**src/rtl/instr_encoder_if.sv**
```systemverilog
// ---------------------------------------------------------------------------
// instr_encoder_if
//   Bundles the request side and the output FIFO side of instr_encoder.
//   DEPTH must match the DEPTH of the instr_encoder instance it connects to,
//   because it sizes the occupancy count.
//
//   Request side : in_valid, in_ready, in_kind, in_rd, in_rs1, in_rs2,
//                  in_funct3, in_funct7, in_imm
//   Output side  : out_valid, out_ready, out_instr, out_err, count
//
//   Handshake rule (both sides): a transfer happens on a rising clock edge
//   where valid and ready are both high. The sender holds its payload stable
//   while valid is high and ready is low. ready never depends on valid.
//
//   Modports: master = request producer / output consumer (bench, injector),
//             slave  = the encoder itself.
// ---------------------------------------------------------------------------
interface instr_encoder_if #(
    parameter int DEPTH = 2
);
    localparam int CW = $clog2(DEPTH) + 1;

    logic          in_valid;
    logic          in_ready;
    logic [10:0]   in_kind;
    logic [4:0]    in_rd;
    logic [4:0]    in_rs1;
    logic [4:0]    in_rs2;
    logic [2:0]    in_funct3;
    logic [6:0]    in_funct7;
    logic [31:0]   in_imm;

    logic          out_valid;
    logic          out_ready;
    logic [31:0]   out_instr;
    logic          out_err;
    logic [CW-1:0] count;

    modport master (
        output in_valid, in_kind, in_rd, in_rs1, in_rs2, in_funct3, in_funct7,
               in_imm, out_ready,
        input  in_ready, out_valid, out_instr, out_err, count
    );

    modport slave (
        input  in_valid, in_kind, in_rd, in_rs1, in_rs2, in_funct3, in_funct7,
               in_imm, out_ready,
        output in_ready, out_valid, out_instr, out_err, count
    );
endinterface

```
**src/rtl/instr_encoder.sv**
```systemverilog
// ---------------------------------------------------------------------------
// instr_encoder
//   RV32I instruction encoder: the inverse of the opcode decode stage. A
//   request carries a one-hot instruction kind plus register, funct and
//   immediate fields; the fields are packed combinationally into a 32-bit
//   RV32I word and the word is written into a DEPTH-entry FIFO on push.
//   Requests that cannot be encoded (bad kind, immediate out of range or
//   misaligned) are still queued, but as out_instr = 0 with out_err = 1.
//
//   Ports
//     clk   in  clock, all state updates on posedge
//     rst   in  asynchronous active-low reset; discards all queued entries
//     bus   slave modport of instr_encoder_if:
//           in_valid/in_ready      request handshake
//           in_kind[10:0]          [0]lui [1]auipc [2]jal [3]jalr [4]branch
//                                  [5]load [6]store [7]imm_arith [8]reg_arith
//                                  [9]fence [10]system
//           in_rd/in_rs1/in_rs2    register numbers
//           in_funct3/in_funct7    funct fields (funct7 used by reg_arith)
//           in_imm[31:0]           unshifted two's complement immediate
//           out_valid/out_ready    FIFO head handshake
//           out_instr[31:0]        encoded word at FIFO head
//           out_err                head entry was not encodable
//           count                  FIFO occupancy
// ---------------------------------------------------------------------------
module instr_encoder #(
    parameter int DEPTH = 2
) (
    input  logic            clk,
    input  logic            rst,
    instr_encoder_if.slave  bus
);
    localparam int AW = $clog2(DEPTH);
    localparam int CW = AW + 1;
    localparam logic [CW-1:0] FULL = CW'(DEPTH);

    // Kind bit positions
    localparam int K_LUI    = 0;
    localparam int K_AUIPC  = 1;
    localparam int K_JAL    = 2;
    localparam int K_JALR   = 3;
    localparam int K_BRANCH = 4;
    localparam int K_LOAD   = 5;
    localparam int K_STORE  = 6;
    localparam int K_IMM    = 7;
    localparam int K_REG    = 8;
    localparam int K_FENCE  = 9;
    localparam int K_SYSTEM = 10;

    // Major opcodes
    localparam logic [6:0] OP_LUI    = 7'b0110111;
    localparam logic [6:0] OP_AUIPC  = 7'b0010111;
    localparam logic [6:0] OP_JAL    = 7'b1101111;
    localparam logic [6:0] OP_JALR   = 7'b1100111;
    localparam logic [6:0] OP_BRANCH = 7'b1100011;
    localparam logic [6:0] OP_LOAD   = 7'b0000011;
    localparam logic [6:0] OP_STORE  = 7'b0100011;
    localparam logic [6:0] OP_IMM    = 7'b0010011;
    localparam logic [6:0] OP_REG    = 7'b0110011;
    localparam logic [6:0] OP_FENCE  = 7'b0001111;
    localparam logic [6:0] OP_SYSTEM = 7'b1110011;

    // ------------------------------------------------------------------
    // Combinational encode of the current request fields
    // ------------------------------------------------------------------
    logic        kind_onehot;
    logic        i_imm_ok;
    logic        b_imm_ok;
    logic        j_imm_ok;
    logic        u_imm_ok;
    logic        fmt_ok;
    logic [31:0] fmt_word;
    logic        enc_err;
    logic [31:0] enc_instr;

    always_comb begin
        // Clearing the lowest set bit leaves zero only for a single set bit.
        kind_onehot = (bus.in_kind != 11'd0) &&
                      ((bus.in_kind & (bus.in_kind - 11'd1)) == 11'd0);

        // An immediate fits a signed N-bit field when every bit from the
        // field's sign bit upward carries the same value.
        i_imm_ok = (&bus.in_imm[31:11]) | ~(|bus.in_imm[31:11]);
        b_imm_ok = ((&bus.in_imm[31:12]) | ~(|bus.in_imm[31:12])) & ~bus.in_imm[0];
        j_imm_ok = ((&bus.in_imm[31:20]) | ~(|bus.in_imm[31:20])) & ~bus.in_imm[0];
        u_imm_ok = (bus.in_imm[11:0] == 12'd0);

        fmt_ok   = 1'b0;
        fmt_word = 32'd0;

        if (bus.in_kind[K_LUI]) begin
            fmt_word = {bus.in_imm[31:12], bus.in_rd, OP_LUI};
            fmt_ok   = u_imm_ok;
        end else if (bus.in_kind[K_AUIPC]) begin
            fmt_word = {bus.in_imm[31:12], bus.in_rd, OP_AUIPC};
            fmt_ok   = u_imm_ok;
        end else if (bus.in_kind[K_JAL]) begin
            fmt_word = {bus.in_imm[20], bus.in_imm[10:1], bus.in_imm[11],
                        bus.in_imm[19:12], bus.in_rd, OP_JAL};
            fmt_ok   = j_imm_ok;
        end else if (bus.in_kind[K_JALR]) begin
            fmt_word = {bus.in_imm[11:0], bus.in_rs1, bus.in_funct3, bus.in_rd, OP_JALR};
            fmt_ok   = i_imm_ok;
        end else if (bus.in_kind[K_BRANCH]) begin
            fmt_word = {bus.in_imm[12], bus.in_imm[10:5], bus.in_rs2, bus.in_rs1,
                        bus.in_funct3, bus.in_imm[4:1], bus.in_imm[11], OP_BRANCH};
            fmt_ok   = b_imm_ok;
        end else if (bus.in_kind[K_LOAD]) begin
            fmt_word = {bus.in_imm[11:0], bus.in_rs1, bus.in_funct3, bus.in_rd, OP_LOAD};
            fmt_ok   = i_imm_ok;
        end else if (bus.in_kind[K_STORE]) begin
            fmt_word = {bus.in_imm[11:5], bus.in_rs2, bus.in_rs1, bus.in_funct3,
                        bus.in_imm[4:0], OP_STORE};
            fmt_ok   = i_imm_ok;
        end else if (bus.in_kind[K_IMM]) begin
            // Shift amounts and the arithmetic-shift funct7 bit arrive via imm.
            fmt_word = {bus.in_imm[11:0], bus.in_rs1, bus.in_funct3, bus.in_rd, OP_IMM};
            fmt_ok   = i_imm_ok;
        end else if (bus.in_kind[K_REG]) begin
            fmt_word = {bus.in_funct7, bus.in_rs2, bus.in_rs1, bus.in_funct3,
                        bus.in_rd, OP_REG};
            fmt_ok   = 1'b1;
        end else if (bus.in_kind[K_FENCE]) begin
            // fm/pred/succ bits arrive via imm.
            fmt_word = {bus.in_imm[11:0], bus.in_rs1, bus.in_funct3, bus.in_rd, OP_FENCE};
            fmt_ok   = i_imm_ok;
        end else if (bus.in_kind[K_SYSTEM]) begin
            // CSR address / ECALL-EBREAK selector arrive via imm.
            fmt_word = {bus.in_imm[11:0], bus.in_rs1, bus.in_funct3, bus.in_rd, OP_SYSTEM};
            fmt_ok   = i_imm_ok;
        end

        enc_err   = !kind_onehot || !fmt_ok;
        enc_instr = enc_err ? 32'd0 : fmt_word;
    end

    // ------------------------------------------------------------------
    // Output FIFO
    // ------------------------------------------------------------------
    logic [31:0]   mem_instr_q [DEPTH];
    logic          mem_err_q   [DEPTH];
    logic [AW-1:0] wr_ptr_q, wr_ptr_d;
    logic [AW-1:0] rd_ptr_q, rd_ptr_d;
    logic [CW-1:0] count_q,  count_d;
    logic          push;
    logic          pop;
    logic          in_ready_w;
    logic          out_valid_w;

    // in_ready looks only at the current occupancy, so a pop on a full FIFO
    // does not open the input in the same cycle. Held low during reset.
    assign in_ready_w  = rst && (count_q != FULL);
    assign out_valid_w = (count_q != '0);

    assign push = bus.in_valid  & in_ready_w;
    assign pop  = bus.out_ready & out_valid_w;

    always_comb begin
        // DEPTH is a power of two, so pointer overflow is the mod-DEPTH wrap.
        wr_ptr_d = push ? wr_ptr_q + AW'(1) : wr_ptr_q;
        rd_ptr_d = pop  ? rd_ptr_q + AW'(1) : rd_ptr_q;
        count_d  = count_q;
        if (push && !pop) begin
            count_d = count_q + CW'(1);
        end else if (pop && !push) begin
            count_d = count_q - CW'(1);
        end
    end

    always_ff @(posedge clk or negedge rst) begin
        if (!rst) begin
            wr_ptr_q <= '0;
            rd_ptr_q <= '0;
            count_q  <= '0;
            for (int i = 0; i < DEPTH; i++) begin
                mem_instr_q[i] <= 32'd0;
                mem_err_q[i]   <= 1'b0;
            end
        end else begin
            wr_ptr_q <= wr_ptr_d;
            rd_ptr_q <= rd_ptr_d;
            count_q  <= count_d;
            if (push) begin
                mem_instr_q[wr_ptr_q] <= enc_instr;
                mem_err_q[wr_ptr_q]   <= enc_err;
            end
        end
    end

    // Stale slots are never shown: an empty FIFO reads as zero.
    assign bus.in_ready  = in_ready_w;
    assign bus.out_valid = out_valid_w;
    assign bus.out_instr = out_valid_w ? mem_instr_q[rd_ptr_q] : 32'd0;
    assign bus.out_err   = out_valid_w ? mem_err_q[rd_ptr_q]   : 1'b0;
    assign bus.count     = count_q;

endmodule
```
**src/flat_wrapper.sv**
```systemverilog
// flat-port wrapper written by rule: the top's interface ports become plain ports
module instr_encoder_flat 
#(
    parameter int DEPTH = 2
)
  (clk, rst, bus_in_valid, bus_in_kind, bus_in_rd, bus_in_rs1, bus_in_rs2, bus_in_funct3, bus_in_funct7, bus_in_imm, bus_out_ready, bus_in_ready, bus_out_valid, bus_out_instr, bus_out_err, bus_count);
  instr_encoder_if #(.DEPTH(DEPTH)) bus_i ();
  input  logic clk;
  input  logic rst;
  input wire logic [$bits(bus_i.in_valid)-1:0] bus_in_valid;
  input wire logic [$bits(bus_i.in_kind)-1:0] bus_in_kind;
  input wire logic [$bits(bus_i.in_rd)-1:0] bus_in_rd;
  input wire logic [$bits(bus_i.in_rs1)-1:0] bus_in_rs1;
  input wire logic [$bits(bus_i.in_rs2)-1:0] bus_in_rs2;
  input wire logic [$bits(bus_i.in_funct3)-1:0] bus_in_funct3;
  input wire logic [$bits(bus_i.in_funct7)-1:0] bus_in_funct7;
  input wire logic [$bits(bus_i.in_imm)-1:0] bus_in_imm;
  input wire logic [$bits(bus_i.out_ready)-1:0] bus_out_ready;
  output wire logic [$bits(bus_i.in_ready)-1:0] bus_in_ready;
  output wire logic [$bits(bus_i.out_valid)-1:0] bus_out_valid;
  output wire logic [$bits(bus_i.out_instr)-1:0] bus_out_instr;
  output wire logic [$bits(bus_i.out_err)-1:0] bus_out_err;
  output wire logic [$bits(bus_i.count)-1:0] bus_count;
  assign bus_i.in_valid = bus_in_valid;
  assign bus_i.in_kind = bus_in_kind;
  assign bus_i.in_rd = bus_in_rd;
  assign bus_i.in_rs1 = bus_in_rs1;
  assign bus_i.in_rs2 = bus_in_rs2;
  assign bus_i.in_funct3 = bus_in_funct3;
  assign bus_i.in_funct7 = bus_in_funct7;
  assign bus_i.in_imm = bus_in_imm;
  assign bus_i.out_ready = bus_out_ready;
  assign bus_in_ready = bus_i.in_ready;
  assign bus_out_valid = bus_i.out_valid;
  assign bus_out_instr = bus_i.out_instr;
  assign bus_out_err = bus_i.out_err;
  assign bus_count = bus_i.count;
  instr_encoder #(.DEPTH(DEPTH)) u_core (.clk(clk), .rst(rst), .bus(bus_i));
endmodule
```
**config.mk**
```make
export PLATFORM = sky130hd
export DESIGN_NAME = instr_encoder_flat
export DESIGN_NICKNAME = d
export VERILOG_FILES = /design/src/rtl/instr_encoder_if.sv /design/src/rtl/instr_encoder.sv /design/src/flat_wrapper.sv
export SDC_FILE = /design/constraint.sdc
export NUM_CORES = 1
export LEC_CHECK = 0
export CAP_MARGIN = 10
export CORE_ASPECT_RATIO = 2
export CORE_MARGIN = 1.5
export CORE_UTILIZATION = 45
export DETAILED_ROUTE_END_ITERATION = 8
export HOLD_SLACK_MARGIN = 0.02
export PLACE_DENSITY_LB_ADDON = 0.08
export SLEW_MARGIN = 20
export SYNTH_ARGS = -nofsm -noshare
export SYNTH_HDL_FRONTEND = slang
export SYNTH_SLANG_ARGS = --single-unit
export TNS_END_PERCENT = 10
```
**constraint.sdc**
```tcl
create_clock -name clk -period 1.5 [get_ports clk]
set_input_delay 0.225 -clock clk [delete_from_list [all_inputs] [get_ports clk]]
set_output_delay 0.225 -clock clk [all_outputs]
set_load 0.005 [all_outputs]
```
==> flow_summary.json <==
{
  "cts_tree": "built",
  "grt.busiest_layer": "met2",
  "path_max_fanout": 4,
  "core_area_mm2": 0.00938,
  "synthTopCellsByArea": "dfrtp_1 (39%), nand2_1 (9.9%), mux2i_1 (8.1%)",
  "synth_ff_type": "dfrtp_1",
  "swShare_pct": 31.6,
  "ys_seq_area_share_pct": 39.3,
  "cts_buffers": 9,
  "synth_nets": 589,
  "synth-compound-area-share_pct": 19.1,
  "required_ns": 1.73,
  "synth_edf_count": 0,
  "yosys.area.top_type": "dfrtp_1",
  "first_pass_iters": 5,
  "rows": 50,
  "synth_top_family_by_area": "simple AND/OR/NAND/NOR gates",
  "synth-async-reset-ratio_pct": 100,
  "switchingPower_uw": 2120,
  "clkPwrFrac_pct": 35.4,
  "start_util_pct": 46.2,
  "clk-insertion-delay-late_ns": 0.32,
  "die_y_um": 142,
  "area_delta_synth_final_pct": 65.9,
  "ys_types": 53,
  "violations": "negative setup slack",
  "via_count": 4722,
  "met3_usage_pct": 3.27,
  "crit_arrival_ns": 2.26,
  "worst_pin_slew_ns": 0.844,
  "yosys.area_share.simple_pct": 24.2,
  "dieWidth_um": 72.4,
  "ios": 109,
  "clock_skew_ns": 0.00315,
  "drv_cap": 0,
  "final-hold-violation-count": 0,
  "cp-end-kind": "flop",
  "dp_hpwl_um": 10700,
  "worst_slack_ns": -0.528,
  "cts_hold_buffers": 0,
  "clkSinkCount": 68,
  "use_met2_pct": 55.1,
  "synth_top_area_share_pct": 39.3,
  "overflow": 0,
  "path_clk_slew_ns": 0.05,
  "cts_buffer_depth": 2,
  "tns_ns": -36.49,
  "antenna_found_initial": 1,
  "p_leak_uw": 0.00324,
  "fmax_ghz": 0.493,
  "critical_path_class": "in2reg",
  "status": "finished with violations",
  "drive_gt1_share_pct": 36.9,
  "rsz0062_at_grt": "yes",
  "synth-xor-area-share_pct": 0.808,
  "grtUsageTotal_pct": 29.4,
  "vias_per_cell": 5.82,
  "p_comb_share_pct": 34.9,
  "root_buffer": "clkbuf_16",
  "startpoint_type": "input pin",
  "hp-class": "in2async",
  "peakVddDrop_v": 0.00129,
  "max_slew_margin_pct": 43.7,
  "htree_levels": 3,
  "power.share.sequential_pct": 29.7,
  "fp.dieArea_mm2": 0.0103,
  "ant_nets": 0,
  "globalplace.congestion": 1.03,
  "setup_viol": 99,
  "postSynthCellCount": 516,
  "final_common_cell": "nand2_1",
  "grt_pass1_vias": 4817,
  "syn_area_per_cell_um2": 8.40,
  "report.final.slew_viol_count": 0,
  "grt_max_degree": 69,
  "wl_um": 15600,
  "final_cell_mix": "nand2_1 (112), buf_4 (86), dfrtp_1 (67)",
  "p_int_uw": 4600,
  "syn_area_mm2": 0.00433,
  "synthAdderAreaFrac_pct": 0.520,
  "finalCritPeriodShare_pct": 135,
  "drc": 0,
  "synth_mux_area_share_pct": 10.9,
  "wl_per_cell_um": 19.2,
  "dr.first_iter.drc_count": 288,
  "io_buffers": 108,
  "powerDensity_mw_per_mm2": 935,
  "grt_pass1_wl_um": 22900,
  "fin_crit_ns": 2.03,
  "fin_util_pct": 76.6,
  "synth_seq_cells": 68,
  "yosys_warnings": 0,
  "use_met1_pct": 29.5,
  "nets": 775
}
==> metal layers <==
layer  up-vias  wire (um)
li1       2215          -
met1      2268       5320
met2       170       8750
met3        69        513
met4         0       1030
met5         -          0
==> cells in the mapped netlist, types with 2 or more instances <==
library cell  number
nand2_1          114
dfrtp_1           68
nor2_1            50
o31ai_1           37
mux2i_1           35
o21ai_0           33
clkbuf_1          31
nand3_1           18
a21oi_1           12
mux2_2            11
nor4_1             8
a22oi_1            7
inv_1              7
nand4_1            7
nor3_1             7
and3_1             6
nor2b_1            5
buf_6              4
o31ai_2            4
nand2b_1           3
o211ai_1           3
or4_1              3
xnor2_1            3
a221oi_1           2
buf_2              2
nor3b_1            2
o2111ai_4          2
o21a_1             2
o21ai_1            2
o21ai_2            2
o311ai_0           2
or2_2              2
or3_1              2
==> what timing repair did <==
item	4_1_cts	5_1_grt
setup endpoints to repair	103	102
pin swaps	20	43
gates resized for setup	183	101
buffers inserted	6	3
cloned	2	3
==> per-stage QoR <==
step           instance area (um2)  hold slack, ns  power [uW]  cells  setup WS (ns)
2_1_floorplan                 4360         -0.0706        3020    516         -0.651
3_3_place_gp                  6140           0.449        4100    782          -1.21
3_5_place_dp                  6140           0.466        4140    782          -1.33
4_1_cts                       6840           0.117        6600    806         -0.503
5_1_grt                       7190           0.164        6980    812         -0.608
6_report                      7190          0.0967        6730    812         -0.528
==> cell families (layout without fill, tap and decap cells) <==
kind of cell,after synthesis,in the layout
simple gates,234,234
compound gates,115,115
flops,68,68
buf+inv,47,238
mux,46,46
xor+xnor,4,4
fa+ha+maj,2,2
other cells,0,1
==> power by group through the flow <==
stage	logic [uW]	registers [uW]	clock network [uW]
2_1_floorplan	1040	1980	0
3_3_place_gp	2090	2010	0
3_5_place_dp	2120	2010	0
4_1_cts	2210	2000	2400
5_1_grt	2500	2010	2480
6_report	2350	2000	2380
==> worst max-delay path, cell delays in order <==
cell	delay (ns)
clkdlybuf4s50_1	0.47
nor4_4	0.30
and4_4	0.30
nor3_1	0.07
o21ai_2	0.08
buf_4	0.14
o2111ai_4	0.22
clkbuf_16	0.25
o31ai_2	0.21
==> flip-flops by register name, summed over array words and instances, names as in the netlist <==
name	cells
u_core.rd_ptr_q	1
u_core.mem_err_q	2
u_core.bus.count	2
u_core.mem_instr_q	62
u_core.wr_ptr_q	1
==> area by class of cell <==
type / instances / area [um2]
fill: 682 / 2190
sequential: 68 / 1700
antenna: 1 / 2.50
timing repair buffer: 215 / 1960
clock buffer: 9 / 225
clock inverter: 7 / 115
tap: 104 / 130
multi-input combinational: 401 / 3020
inverter: 7 / 26.3
==> worst paths after layout <==
kind,from,endpoint,slack (ns),cells after the start
setup reg to reg,u_core.bus.count[0]$_DFFE_PN0P_,u_core.mem_instr_q[31]$_DFFE_PN0P_,-0.13,9
hold reg to reg,u_core.mem_instr_q[45]$_DFFE_PN0P_,u_core.mem_instr_q[45]$_DFFE_PN0P_,0.48,2
setup / recovery,bus_in_imm[2],u_core.mem_instr_q[26]$_DFFE_PN0P_,-0.53,9
hold / removal,rst,u_core.mem_instr_q[13]$_DFFE_PN0P_,0.1,2
min in group clk,bus_in_imm[8],u_core.mem_instr_q[60]$_DFFE_PN0P_,0.46,5
max in group asynchronous,rst,u_core.rd_ptr_q$_DFFE_PN0P_,0.83,2
Power figures use the tool's default switching activity.
